File: config.mk
export PLATFORM = sky130hd
export DESIGN_NAME = bcd_down_timer
export DESIGN_NICKNAME = d
export VERILOG_FILES = /design/src/rtl/timer_pkg.sv /design/src/rtl/bcd_digit_step.sv /design/src/rtl/bcd_down_timer.sv
export SDC_FILE = /design/constraint.sdc
export NUM_CORES = 1
export LEC_CHECK = 0
export BUFFER_PORTS_ARGS = -buffer_cell sky130_fd_sc_hd__buf_2
export CAP_MARGIN = 5
export CORE_ASPECT_RATIO = 1.75
export CORE_MARGIN = 3
export CORE_UTILIZATION = 70
export CTS_CLUSTER_DIAMETER = 30
export CTS_CLUSTER_SIZE = 20
export DETAILED_ROUTE_END_ITERATION = 8
export HOLD_SLACK_MARGIN = 0.1
export PLACE_DENSITY = 0.89
export REMOVE_ABC_BUFFERS = 1
export SYNTH_ARGS = -nofsm -noshare
export SYNTH_HDL_FRONTEND = slang
export SYNTH_SLANG_ARGS = --single-unit
File: constraint.sdc
create_clock -name clk -period 31.3 [get_ports clk]
set_input_delay 6.26 -clock clk [delete_from_list [all_inputs] [get_ports clk]]
set_output_delay 6.26 -clock clk [all_outputs]
set_load 0.05 [all_outputs]
File: src/rtl/timer_pkg.sv
// Shared types and constants for the MM:SS countdown timer.
package timer_pkg;

  localparam int unsigned DIGIT_W = 4;
  localparam int unsigned SEC_W   = 13;

  typedef logic [DIGIT_W-1:0] bcd_t;

  localparam bcd_t        SEC_TENS_MAX = 4'd5;
  localparam bcd_t        DIGIT_MAX    = 4'd9;
  localparam int unsigned T_MAX        = 5999;

  // Four BCD digits, most significant (minutes tens) first.
  typedef struct packed {
    bcd_t m10;
    bcd_t m1;
    bcd_t s10;
    bcd_t s1;
  } mmss_t;

  function automatic logic [SEC_W-1:0] to_seconds(input mmss_t t);
    return SEC_W'(t.m10) * SEC_W'(600) + SEC_W'(t.m1) * SEC_W'(60)
         + SEC_W'(t.s10) * SEC_W'(10) + SEC_W'(t.s1);
  endfunction

endpackage

File: src/rtl/bcd_digit_step.sv
// One BCD digit of the add/borrow chain: digit + add + carry_in - borrow_in,
// wrapped into 0..max_i with a single carry or borrow out.
module bcd_digit_step
  import timer_pkg::*;
(
  input  logic [3:0] digit_i,
  input  logic [3:0] max_i,
  input  logic [3:0] add_i,
  input  logic       carry_i,
  input  logic       borrow_i,
  output logic [3:0] digit_o,
  output logic       carry_o,
  output logic       borrow_o
);

  localparam int unsigned SUM_W = 5;

  logic [SUM_W-1:0] sum_c;
  logic [SUM_W-1:0] net_c;

  always_comb begin
    sum_c    = SUM_W'(digit_i) + SUM_W'(add_i) + SUM_W'(carry_i);
    net_c    = sum_c - SUM_W'(borrow_i);
    digit_o  = '0;
    carry_o  = 1'b0;
    borrow_o = 1'b0;
    if (borrow_i && (sum_c == '0)) begin
      digit_o  = max_i;
      borrow_o = 1'b1;
    end else if (net_c > SUM_W'(max_i)) begin
      // Sum never exceeds 2*max+1, so one wrap is always enough.
      digit_o = DIGIT_W'(net_c - SUM_W'(max_i) - SUM_W'(1));
      carry_o = 1'b1;
    end else begin
      digit_o = DIGIT_W'(net_c);
    end
  end

endmodule

File: src/rtl/bcd_down_timer.sv
// Four-digit BCD race countdown (MM:SS) with bonus-time additions,
// saturation at 99:59, sticky expiry and a low-time warning.
module bcd_down_timer
  import timer_pkg::*;
#(
  parameter logic [3:0]  INIT_M10  = 4'h0,
  parameter logic [3:0]  INIT_M1   = 4'h1,
  parameter logic [3:0]  INIT_S10  = 4'h3,
  parameter logic [3:0]  INIT_S1   = 4'h0,
  parameter int unsigned BONUS_SEC = 10,
  parameter int unsigned LOW_SEC   = 10
) (
  input  logic       clk,
  input  logic       reset,
  input  logic       load,
  input  logic       run,
  input  logic       tick,
  input  logic       bonus,
  output logic [3:0] count1,
  output logic [3:0] count2,
  output logic [3:0] count3,
  output logic [3:0] count4,
  output logic       low_time,
  output logic       expired,
  output logic       expired_pulse
);

  localparam bcd_t  BONUS_S1  = DIGIT_W'(BONUS_SEC % 10);
  localparam bcd_t  BONUS_S10 = DIGIT_W'(BONUS_SEC / 10);
  localparam mmss_t INIT_T    = {INIT_M10, INIT_M1, INIT_S10, INIT_S1};
  localparam mmss_t SAT_T     = {DIGIT_MAX, DIGIT_MAX, SEC_TENS_MAX, DIGIT_MAX};

  mmss_t            time_q, time_d;
  logic             expired_q, expired_d;
  logic             pulse_q, pulse_d;
  logic             low_q, low_d;

  mmss_t            base_c, step_c;
  logic [SEC_W-1:0] secs_c, secs_next_c;
  logic [SEC_W:0]   sum_c;
  logic             dec_c, add_c, sat_c;
  bcd_t             add_s1_c, add_s10_c;
  bcd_t             s1_nxt, s10_nxt, m1_nxt, m10_nxt;
  logic             c1, c2, c3, c4, b1, b2, b3, b4;

  // Event qualification and saturation-before-decrement selection.
  always_comb begin
    secs_c    = to_seconds(time_q);
    dec_c     = tick & run & (secs_c != '0) & ~expired_q;
    add_c     = bonus & ~expired_q;
    sum_c     = (SEC_W+1)'(secs_c) + (SEC_W+1)'(BONUS_SEC);
    sat_c     = add_c && (sum_c > (SEC_W+1)'(T_MAX));
    base_c    = sat_c ? SAT_T : time_q;
    add_s1_c  = (add_c && !sat_c) ? BONUS_S1  : '0;
    add_s10_c = (add_c && !sat_c) ? BONUS_S10 : '0;
  end

  bcd_digit_step u_s1 (
    .digit_i (base_c.s1), .max_i (DIGIT_MAX), .add_i (add_s1_c),
    .carry_i (1'b0), .borrow_i (dec_c),
    .digit_o (s1_nxt), .carry_o (c1), .borrow_o (b1)
  );

  bcd_digit_step u_s10 (
    .digit_i (base_c.s10), .max_i (SEC_TENS_MAX), .add_i (add_s10_c),
    .carry_i (c1), .borrow_i (b1),
    .digit_o (s10_nxt), .carry_o (c2), .borrow_o (b2)
  );

  bcd_digit_step u_m1 (
    .digit_i (base_c.m1), .max_i (DIGIT_MAX), .add_i (4'd0),
    .carry_i (c2), .borrow_i (b2),
    .digit_o (m1_nxt), .carry_o (c3), .borrow_o (b3)
  );

  bcd_digit_step u_m10 (
    .digit_i (base_c.m10), .max_i (DIGIT_MAX), .add_i (4'd0),
    .carry_i (c3), .borrow_i (b3),
    .digit_o (m10_nxt), .carry_o (c4), .borrow_o (b4)
  );

  assign step_c = {m10_nxt, m1_nxt, s10_nxt, s1_nxt};

  // Next state: load wins; the chain result is only taken if it stayed in range.
  always_comb begin
    time_d    = time_q;
    expired_d = expired_q;
    pulse_d   = 1'b0;
    if (load) begin
      time_d    = INIT_T;
      expired_d = 1'b0;
    end else if (!(c4 | b4)) begin
      time_d = step_c;
      if (dec_c && (step_c == '0)) begin
        expired_d = 1'b1;
        pulse_d   = 1'b1;
      end
    end
    secs_next_c = to_seconds(time_d);
    low_d       = (secs_next_c != '0) && (secs_next_c <= SEC_W'(LOW_SEC));
  end

  always_ff @(posedge clk or posedge reset) begin
    if (reset) begin
      time_q    <= '0;
      expired_q <= 1'b0;
      pulse_q   <= 1'b0;
      low_q     <= 1'b0;
    end else begin
      time_q    <= time_d;
      expired_q <= expired_d;
      pulse_q   <= pulse_d;
      low_q     <= low_d;
    end
  end

  assign count1        = time_q.s1;
  assign count2        = time_q.s10;
  assign count3        = time_q.m1;
  assign count4        = time_q.m10;
  assign low_time      = low_q;
  assign expired       = expired_q;
  assign expired_pulse = pulse_q;

endmodule

## Yosys cells after proc, flatten, opt, wreduce, memory -nomap -nowiden

Cells that the tools add are included.

- Multiply operators: 6
- Shift-type cells: 0
- Divide/modulo/power cells: 0
- Add/sub/neg operators: 23
- Order comparisons: 6
- Multiplexer cells: 30
- Bitwise logic cells: 6
- Eq/ne operators: 1
- Reductions and logical operators: 18

Operators with widths:

| kind | number |
|---|---|
| 2-to-1 mux 16 bit | 3 |
| 2-to-1 mux 4 bit | 8 |
| adder 13 x 10 -> 13 bit | 2 |
| adder 13 x 4 -> 13 bit | 2 |
| adder 13 x 8 -> 13 bit | 2 |
| nonzero test 13 bit | 2 |
| logical NOT 5 bit | 4 |
| multiplier 4 x 7 -> 10 bit, second input constant | 2 |
| 2-to-1 mux 1 bit | 19 |
| logical NOT 16 bit | 1 |
| multiplier 4 x 4 -> 8 bit, second input constant | 2 |
| subtractor 4 x 1 -> 4 bit, second input constant | 4 |
| adder 4 x 1 -> 5 bit | 3 |
| greater-than comparator 5 x 4 -> 1 bit, second input constant | 3 |
| subtractor 5 x 1 -> 5 bit | 3 |
| adder 13 x 4 -> 14 bit, second input constant | 1 |
| greater-than comparator 14 x 13 -> 1 bit, second input constant | 1 |
| multiplier 4 x 3 -> 7 bit, second input constant | 2 |
| less-or-equal comparator 13 x 4 -> 1 bit, second input constant | 1 |
| subtractor 4 bit, second input constant | 3 |
| logical AND 1 bit | 8 |
| adder 5 x 1 -> 5 bit | 1 |
| greater-than comparator 5 x 3 -> 1 bit, second input constant | 1 |
| subtractor 4 x 1 -> 5 bit | 1 |
| other kinds (8) | 11 |

- Logic and storage cells: 97
- Flip-flop bits (word level): 19
- Input bits: 6
- ROM bits: 0
- Latch bits: 0
- Memories kept: 0
- Output and inout bits: 19
- RAM bits: 0

## Logic depth before layout (Yosys ltp)

Gate-level depths: netlist of run 1.

- Depth after elaboration: 36
- Depth in mapped cells: 91
- Gate-level depth less buffers: 87

## Hierarchy

A second synthesis of run 1 with hierarchy kept.

- Cells, all modules: 782
- Area total of the unflattened synthesis: 6667.6 um^2

By module, submodules not included:

| module | cells each | times used | area each (um^2) | sequential area each (um^2) |
|---|---|---|---|---|
| bcd_down_timer | 490 | 1 | 4415.5 | 475.5 |
| bcd_digit_step | 73 | 4 | 563.0 | 0.0 |

## Worst setup path after synthesis of run 1

Ideal clock, no wire load.

- Kind: input -> register
- From: input port bonus
- To: register low_q (netlist: low_time)
- Buffers on the path: 3
- Data arrival time: 20.465 ns
- Slack: 10.762 ns
- Required time: 31.227 ns
- Stages: 69
- Path through: nand2b_1 or3_1 clkbuf_1 nand2_1 buf_4 nor2_1 ha_1 ha_1 xor2_1 ha_1 inv_1 a21o_1 and2_1 a22o_1 a22oi_1 or2_2 fa_1 inv_1 [33 not listed] a22oi_1 nor2_1 fa_1 fa_1 fa_1 fa_1 ha_1 ha_1 a21oi_1 o21bai_1 a21oi_1 o21bai_1 a21oi_1 xnor2_1 or4_1 a21oi_1 mux2i_1 a21oi_2

RTL lines:

| what | line | source |
|---|---|---|
| from (decl) | bcd_down_timer.sv:18 | `input logic bonus,` |
| to (signal assigned) | bcd_down_timer.sv:113 | `low_q <= low_d;` |
| to (decl) | bcd_down_timer.sv:36 | `logic low_q, low_d;` |

==> out/metrics.csv, run 1 <==
metric;value;unit
status;complete, no violations;
ys_ff_latch;19;
vias_per_cell;6.76;
grt_start_max_net_pins;20;
fp.dieH;124;um
finalMaxSlewViolations;0;
start_kind;input pin;
min_period_over_period;0.712;
postCtsSetupRepairBufs;0;
fin_skew;0.00133;ns
cts-htree-levels;1;
max_slew_margin;0.500;
cts-root-buf;clkbuf_16;
syn_area_per_cell;8.49;um^2
mostFrequentLayoutCell;ha_1;
fin_hold_ws;0.613;ns
yosysTopAreaCellShare;0.261;
seq_area_frac_synth;0.0847;
worst_pin_slew;0.749;ns
netlist_instances;661;
port-buffer-count;24;
clock-sinks;19;
clkTransAtPathRegs;0.05;ns
finish.utilization;0.760;
synth_area_leaders;ha_1 (26%), fa_1 (11%), dfrtp_1 (8.5%);
async_flop_share;1.00;
cts_tree;built;
ff2ff_path_depth;80;
syn_area;5610;um^2
maxCapViolations;0;
r2r_end;low_time$_DFF_PP0_;
yosys.area.top_type;ha_1;
ys_warn_count;0;
diodes;0;
layout_common_cells;ha_1 (117), inv_1 (55), a21oi_1 (47);
hold_depth;2;
synth_edf_count;0;
io_pins;25;
r2r_slack;9.65;ns
synth_ff_type;dfrtp_1;
area_delta_synth_final;3.88;%
worstReg2RegStart;count3[2]$_DFF_PP0_;
drive_above_1_share;0.0864;
arrival;22.46;ns
crit_type;in -> reg;
dieArea;9170;um^2
grt_setup_unrepaired;no;
grt_pass1_wl;24.8;mm
final_antenna_net_count;0;
min_path_type;reg -> reg;
fp.dieW;73.7;um
crit_path_frequent_cell;ha_1;
grt_antenna_before_repair;0;
fin_nets;826;
dp_hpwl;12.5;mm
slowest_delay;0.63;ns
coreArea;7670;um^2
gr-total-overflow;0;
wl;14.9;mm
start_util;0.731;
hp-start;expired$_DFFE_PP0P_;
track_usage;0.341;
cpMaxStageDelayCell;or4_1;
crit_path_end_kind;flop;
drtIter0Drc;357;
placementRows;42;
required;31.49;ns
clk_latency;0.26;ns
first_global_vias;5474;
fin_setup_tns;0;ns
crit_fanout;14;
num_vias;5132;
hold_end;expired$_DFFE_PP0P_;
synth_cell_types;77;
cts_buffers;3;
avgRoutedWirePerCell;19.7;um
fmax;0.0449;GHz
finalSetupViolCount;0;
cts_resized;0;
drc;0;
hold_buffers;0;
place.gp.congestion;0.983;
clockBufferDepth;2;
firstDrtPassIters;6;
min_period;22.27;ns
hold_violations;0;
==> cells in the mapped netlist, types with 2 or more instances <==
master	instances
nor4_1	8
xor2_1	17
dfrtp_1	19
fa_1	31
nor2_1	41
and2_1	7
or2_2	7
nand3_1	18
or3_1	9
nand3b_1	6
o21bai_1	8
a21oi_1	47
nand4_1	2
o21a_1	6
xnor2_1	28
o31ai_1	7
o2111a_1	3
nor4_2	2
o31a_1	2
o211a_1	3
o221ai_1	3
nand4b_1	3
nor4b_1	4
a22oi_1	3
o21ai_0	24
o311ai_0	2
and3_1	8
buf_6	2
nand2b_1	7
ha_1	117
nor2b_1	13
mux2i_1	9
buf_4	4
o221a_2	2
a211oi_1	4
mux2_2	4
nor3_1	15
clkbuf_1	12
a211o_1	2
a22o_1	3
a31oi_1	8
or4_1	3
inv_1	55
nand2_1	35
a21o_1	16
==> worst max-delay path: cells and delay by family <==
| family | cells | cell delay (ns) |
|---|---|---|
| compound gates | 17 | 3.83 |
| xor+xnor | 7 | 1.66 |
| fa+ha+maj | 21 | 6.65 |
| buf+inv | 5 | 0.36 |
| mux | 1 | 0.10 |
| simple gates | 14 | 3.56 |
==> metal layers <==
| metal | routed length, um | vias up | global-route usage |
|---|---|---|---|
| met5 | 0 | - | 0 |
| met4 | 1360 | 0 | 0.276 |
| met3 | 575 | 86 | 0.0420 |
| met2 | 7990 | 177 | 0.618 |
| met1 | 5000 | 2457 | 0.318 |
| li1 | - | 2412 | - |
==> worst max path at each step <==
stage / depth (start not counted) / to / from
floorplan: 66 / low_time$_DFF_PP0_ / bonus
global placement: 67 / low_time$_DFF_PP0_ / bonus
detailed placement: 65 / low_time$_DFF_PP0_ / bonus
CTS: 65 / low_time$_DFF_PP0_ / bonus
global route: 67 / low_time$_DFF_PP0_ / bonus
finish: 65 / low_time$_DFF_PP0_ / bonus
==> cell type report <==
type	count	area [um^2]
fillers	585	1840
inverters	55	206
clock inverters	1	5.00
multi-input cells	566	4810
well taps	88	110
flip-flops and latches	19	475
clock buffers	3	75.1
repair buffers	27	143
==> kinds of logic (layout without fill, tap and decap cells) <==
| kind of cell | count (synthesis) | in the layout | share of synthesized area |
|---|---|---|---|
| xor gates and xnor gates | 45 | 45 | 0.0702 |
| adders and majority gates | 148 | 148 | 0.371 |
| buffers and inverters | 76 | 86 | 0.0573 |
| AOI/OAI and AO/OA | 164 | 164 | 0.205 |
| and+or+nand+nor | 196 | 196 | 0.188 |
| muxes | 13 | 13 | 0.0241 |
| DFF | 19 | 19 | 0.0847 |
==> flip-flops by register name (all words and copies together) (netlist names) <==
| register | count |
|---|---|
| low_time | 1 |
| expired_pulse | 1 |
| expired | 1 |
| count4 | 4 |
| count2 | 4 |
| count3 | 4 |
| count1 | 4 |
==> metrics by stage <==
step / setup slack (ns) / std cells / instance area (um^2)
floorplan: 10.63 / 640 / 5500
detailed placement: 8.97 / 755 / 5750
global placement: 9.52 / 755 / 5750
global route: 7.92 / 759 / 5830
finish: 9.03 / 759 / 5830
CTS: 9.18 / 759 / 5830
Power of run 1 is left out: the tool's default activity adds up to more than one toggle a clock period on the data nets, which glitch-free logic cannot reach.
==> run 2, diff against run 1 <==
--- a/config.mk
+++ b/config.mk
@@ -9,12 +9,12 @@
 export CAP_MARGIN = 5
 export CORE_ASPECT_RATIO = 1.75
 export CORE_MARGIN = 3
-export CORE_UTILIZATION = 70
+export CORE_UTILIZATION = 65
 export CTS_CLUSTER_DIAMETER = 30
 export CTS_CLUSTER_SIZE = 20
 export DETAILED_ROUTE_END_ITERATION = 8
 export HOLD_SLACK_MARGIN = 0.1
-export PLACE_DENSITY = 0.89
+export PLACE_DENSITY = 0.84
 export REMOVE_ABC_BUFFERS = 1
 export SYNTH_ARGS = -nofsm -noshare
 export SYNTH_HDL_FRONTEND = slang
==> constraint.sdc (replaced) <==
create_clock -name clk -period 21.3 [get_ports clk]
set_input_delay 4.26 -clock clk [delete_from_list [all_inputs] [get_ports clk]]
set_output_delay 4.26 -clock clk [all_outputs]
set_load 0.05 [all_outputs]
==> run 2 against run 1 <==
  * Sequential share of layout area fell by 0.13 points
  * Utilization fell by 4.8 points
  * Non-clock buffer count grew 3
  * Flip-flop and latch count is the same
  * Largest cell class unchanged
  * Register-to-register slack lost 8.4 ns
  * First-iteration DRC count fell by 45%
  * Clock skew rose by 0.0014 ns
  * Design area increased by 2.1%
  * Setup slack lost 7.7 ns
==> out/metrics.csv, run 2 (synthesis results as in run 1) <==
metric;value;unit
postCtsSetupRepairBufs;0;
fp.dieH;129;um
area_delta_synth_final;6.09;%
clockBufferDepth;2;
placementRows;44;
grt_pass1_wl;24.4;mm
clkTransAtPathRegs;0.05;ns
clk_latency;0.26;ns
fmax;0.0500;GHz
cpMaxStageDelayCell;or4_4;
crit_path_end;low_time$_DFF_PP0_;
worstReg2RegStart;count3[0]$_DFF_PP0_;
dp_hpwl;12.4;mm
wl_met2;8.04;mm
finalSetupViolCount;0;
required;21.49;ns
ff2ff_path_depth;83;
clock-sinks;19;
start_util;0.671;
num_vias;4995;
fin_setup_tns;0;ns
crit_path_end_kind;flop;
top_layer;met4;
cp_top_family;adder cells;
firstDrtPassIters;4;
layout_common_cells;ha_1 (115), inv_1 (55), a21oi_1 (44);
coreArea;8370;um^2
n_fill_cell;718;
cts_buffers;3;
place.gp.congestion;0.911;
crit_fanout;9;
max_slew_margin;0.516;
avgRoutedWirePerCell;18.6;um
port-buffer-count;24;
fin_nets;829;
maxCapViolations;0;
crit_path_frequent_cell;ha_1;
grt_setup_unrepaired;no;
cts_tree;built;
met3_length;388;um
drtIter0Drc;198;
cts-root-buf;clkbuf_16;
io_pins;25;
cts-htree-levels;1;
gr-total-overflow;0;
r2r_end;low_time$_DFF_PP0_;
drive_above_1_share;0.110;
min_path_type;reg -> reg;
mostFrequentLayoutCell;ha_1;
hold_violations;0;
fp.dieW;76.2;um
arrival;20.20;ns
min_period;20.01;ns
wl;14.7;mm
cp.depth;83;
placed_cell_area;5810;um^2
finalMaxSlewViolations;0;
drc;0;
r2r_slack;1.29;ns
met1_length;5.16;mm
grt_start_max_net_pins;20;
critPathLaunch;count3[0]$_DFF_PP0_;
start_kind;flop;
slowest_delay;0.64;ns
vias_per_cell;6.33;
status;complete, no violations;
grt_antenna_before_repair;0;
fin_skew;0.00271;ns
worst_pin_slew;0.726;ns
hold_buffers;0;
track_usage;0.309;
path_buf_inv;6;
first_global_vias;5222;
min_period_over_period;0.940;
design_area;5950;um^2
crit_type;reg -> reg;
final_antenna_net_count;0;
finish.utilization;0.711;
diodes;0;
dieArea;9830;um^2
run 2: how the worst min path moves through the flow:
stage | end | slack [ns] | depth (start not counted) | from
after floorplan | expired$_DFFE_PP0P_ | 0.78 | 2 | expired$_DFFE_PP0P_
after global placement | expired$_DFFE_PP0P_ | 0.57 | 2 | expired$_DFFE_PP0P_
after detailed placement | expired$_DFFE_PP0P_ | 0.60 | 2 | expired$_DFFE_PP0P_
after CTS | expired$_DFFE_PP0P_ | 0.61 | 2 | expired$_DFFE_PP0P_
after global routing | expired$_DFFE_PP0P_ | 0.65 | 2 | expired$_DFFE_PP0P_
final | expired$_DFFE_PP0P_ | 0.61 | 2 | expired$_DFFE_PP0P_
run 2: final cells by class:
type	count	area, um^2	area share
Clock buffer	4	78.8	0.0132
Tap cell	115	144	0.0242
Timing Repair Buffer	30	165	0.0277
Inverter	55	206	0.0347
Multi-Input combinational cell	566	4880	0.820
Sequential cell	19	478	0.0803
run 2: timing repair:
action	in CTS	in global routing
resized for setup	0	15
hold endpoints to repair	0	0
setup endpoints to repair	0	1
run 2: stage by stage:
stage	hold WS, ns	setup WS, ns	instances
final	0.614	1.29	789
after floorplan	0.783	1.80	640
after global placement	0.565	1.13	785
after global routing	0.649	0.0290	789
after detailed placement	0.600	0.513	785
after CTS	0.610	0.445	789
run 2: tightest hold or removal path, cell delays in order, from the launching register on:
cell and delay (ns):
dfrtp_1 0.43, nand2_1 0.07, o31ai_1 0.07
run 2: per-layer routing:
layer  global-route usage  vias to the layer above
met5                    0                        -
met1                0.298                     2389
met4                0.220                        0
met3               0.0238                       57
met2                0.608                      125
li1                     -                     2424
Power of run 2 is left out for the same reason.
==> run 3, diff against run 2 <==
--- a/config.mk
+++ b/config.mk
@@ -5,6 +5,7 @@
 export SDC_FILE = /design/constraint.sdc
 export NUM_CORES = 1
 export LEC_CHECK = 0
+export ABC_AREA = 1
 export BUFFER_PORTS_ARGS = -buffer_cell sky130_fd_sc_hd__buf_2
 export CAP_MARGIN = 5
 export CORE_ASPECT_RATIO = 1.75
==> run 3 against run 2 <==
  * Worst hold slack got worse by 0.018 ns
  * Design area down 0.76%
  * Synthesized cell count up 18%
  * Utilization down 0.54 points
  * Area after synthesis did not move
  * Sequential share of layout area hardly changed
  * Clock skew rose by 0.0026 ns
  * Final cell count grew 17%
  * First-iteration DRC count increased by 33%
  * Flip-flop and latch count did not move
  * Non-clock buffer count decreased by 6
  * Critical path type unchanged
  * Critical endpoint unchanged
==> out/metrics.csv, run 3 <==
metric;value;unit
cts-htree-levels;1;
grt_setup_unrepaired;no;
wl_met2;7.57;mm
met3_length;404;um
cts_buffers;3;
min_path_type;reg -> reg;
drc;0;
fp.dieH;129;um
ys_warn_count;0;
diodes;0;
mostFrequentLayoutCell;nand2_1;
coreArea;8370;um^2
fin_setup_tns;0;ns
clkTransAtPathRegs;0.06;ns
required;21.48;ns
fmax;0.0565;GHz
clockBufferDepth;2;
fp.dieW;76.2;um
dp_hpwl;11.8;mm
cts_resized;0;
wl;13.7;mm
crit_type;reg -> reg;
placementRows;44;
met1_length;4.74;mm
port-buffer-count;24;
slowest_delay;0.66;ns
cts_tree;built;
cpMaxStageDelayCell;dfrtp_1;
critPathLaunch;count3[2]$_DFF_PP0_;
ys_ff_latch;19;
synth_ff_type;dfrtp_1;
final_antenna_net_count;0;
layout_common_cells;nand2_1 (161), inv_1 (132), ha_1 (117);
top_layer;met4;
layout_setup_ws;3.59;ns
worst_pin_slew;0.807;ns
finalMaxSlewViolations;0;
num_vias;5297;
max_slew_margin;0.460;
cts-root-buf;clkbuf_16;
finalSetupViolCount;0;
hold_violations;0;
firstDrtPassIters;6;
gr-total-overflow;0;
grt_pass1_wl;23.9;mm
drive_above_1_share;0.132;
synth_area_leaders;ha_1 (26%), fa_1 (11%), nand2_1 (11%);
min_period_over_period;0.832;
crit_path_end_kind;flop;
syn_area_per_cell;7.17;um^2
place.gp.congestion;0.954;
avgRoutedWirePerCell;14.9;um
area_delta_synth_final;5.28;%
clk_latency;0.26;ns
syn_area;5610;um^2
start_kind;flop;
seq_area_frac_synth;0.0847;
synth_cell_types;47;
yosys.area.top_type;ha_1;
synth.most_common_cell;nand2_1;
synth_edf_count;0;
ff2ff_path_depth;97;
r2r_slack;3.59;ns
postCtsSetupRepairBufs;0;
start_util;0.671;
yosysTopAreaCellShare;0.261;
grt_antenna_before_repair;0;
min_period;17.71;ns
grt_start_max_net_pins;23;
vias_per_cell;5.76;
maxCapViolations;0;
track_usage;0.295;
crit_path_end;low_time$_DFF_PP0_;
synth.top_cells.by_count;nand2_1 (161), inv_1 (132), ha_1 (117), nand3_1 (76), nor2_1 (48);
io_pins;25;
place_ws;3.74;ns
first_global_vias;5528;
fin_nets;960;
fin_skew;0.00535;ns
r2r_end;low_time$_DFF_PP0_;
hold_buffers;0;
async_flop_share;1.00;
netlist_instances;783;
worstReg2RegStart;count3[2]$_DFF_PP0_;
drtIter0Drc;264;
crit_fanout;22;
fin_hold_ws;0.596;ns
dieArea;9830;um^2
n_fill_cell;709;
crit_path_frequent_cell;ha_1;
status;complete, no violations;
clock-sinks;19;
arrival;17.89;ns
## run 3: cell type report
cell class / instances / area, um^2 / area share
sequential: 19 / 475 / 0.0805
clock buffer: 3 / 75.1 / 0.0127
inverter: 149 / 562 / 0.0951
timing repair buffer: 24 / 120 / 0.0203
multi-input combinational: 609 / 4520 / 0.766
tap: 115 / 144 / 0.0244
clock inverter: 1 / 7.51 / 0.00127
## run 3: cell families after synthesis
family | synth area share
compound gates | 0.0740
xor+xnor | 0.0508
fa+ha+maj | 0.371
buf+inv | 0.109
flops | 0.0847
simple gates | 0.310
## run 3: worst min-delay path by stage
stage / start / end / slack [ns] / cells past startpoint
6_report: expired$_DFFE_PP0P_ / expired$_DFFE_PP0P_ / 0.60 / 2
5_1_grt: expired$_DFFE_PP0P_ / expired$_DFFE_PP0P_ / 0.64 / 2
4_1_cts: expired$_DFFE_PP0P_ / expired$_DFFE_PP0P_ / 0.60 / 2
3_5_place_dp: expired$_DFFE_PP0P_ / expired$_DFFE_PP0P_ / 0.58 / 2
3_3_place_gp: expired$_DFFE_PP0P_ / expired$_DFFE_PP0P_ / 0.58 / 2
2_1_floorplan: expired$_DFFE_PP0P_ / expired$_DFFE_PP0P_ / 0.79 / 2
## run 3: routing by layer
metal,vias up,GRT usage
li1,2575,-
met5,-,0
met3,66,0.0168
met4,0,0.205
met1,2494,0.277
met2,162,0.598
## run 3: worst max-delay path: cells and delay by family (launching register included)
family / cells / cell delay (ns)
flip-flops: 1 / 0.66
XOR/XNOR: 1 / 0.21
AO/OA/AOI/OAI: 16 / 2.75
AND/OR/NAND/NOR: 38 / 3.74
buffers and inverters: 15 / 1.43
adder cells (fa/ha/maj): 27 / 8.78
## run 3: metrics by stage
| step | cells | cell area [um^2] | utilization |
|---|---|---|---|
| final | 920 | 5910 | 0.706 |
| after global routing | 920 | 5910 | 0.706 |
| after CTS | 920 | 5910 | 0.706 |
| after detailed placement | 916 | 5830 | 0.696 |
| after global placement | 916 | 5830 | 0.696 |
| after floorplan | 777 | 5560 | - |
Power of run 3 is left out for the same reason.
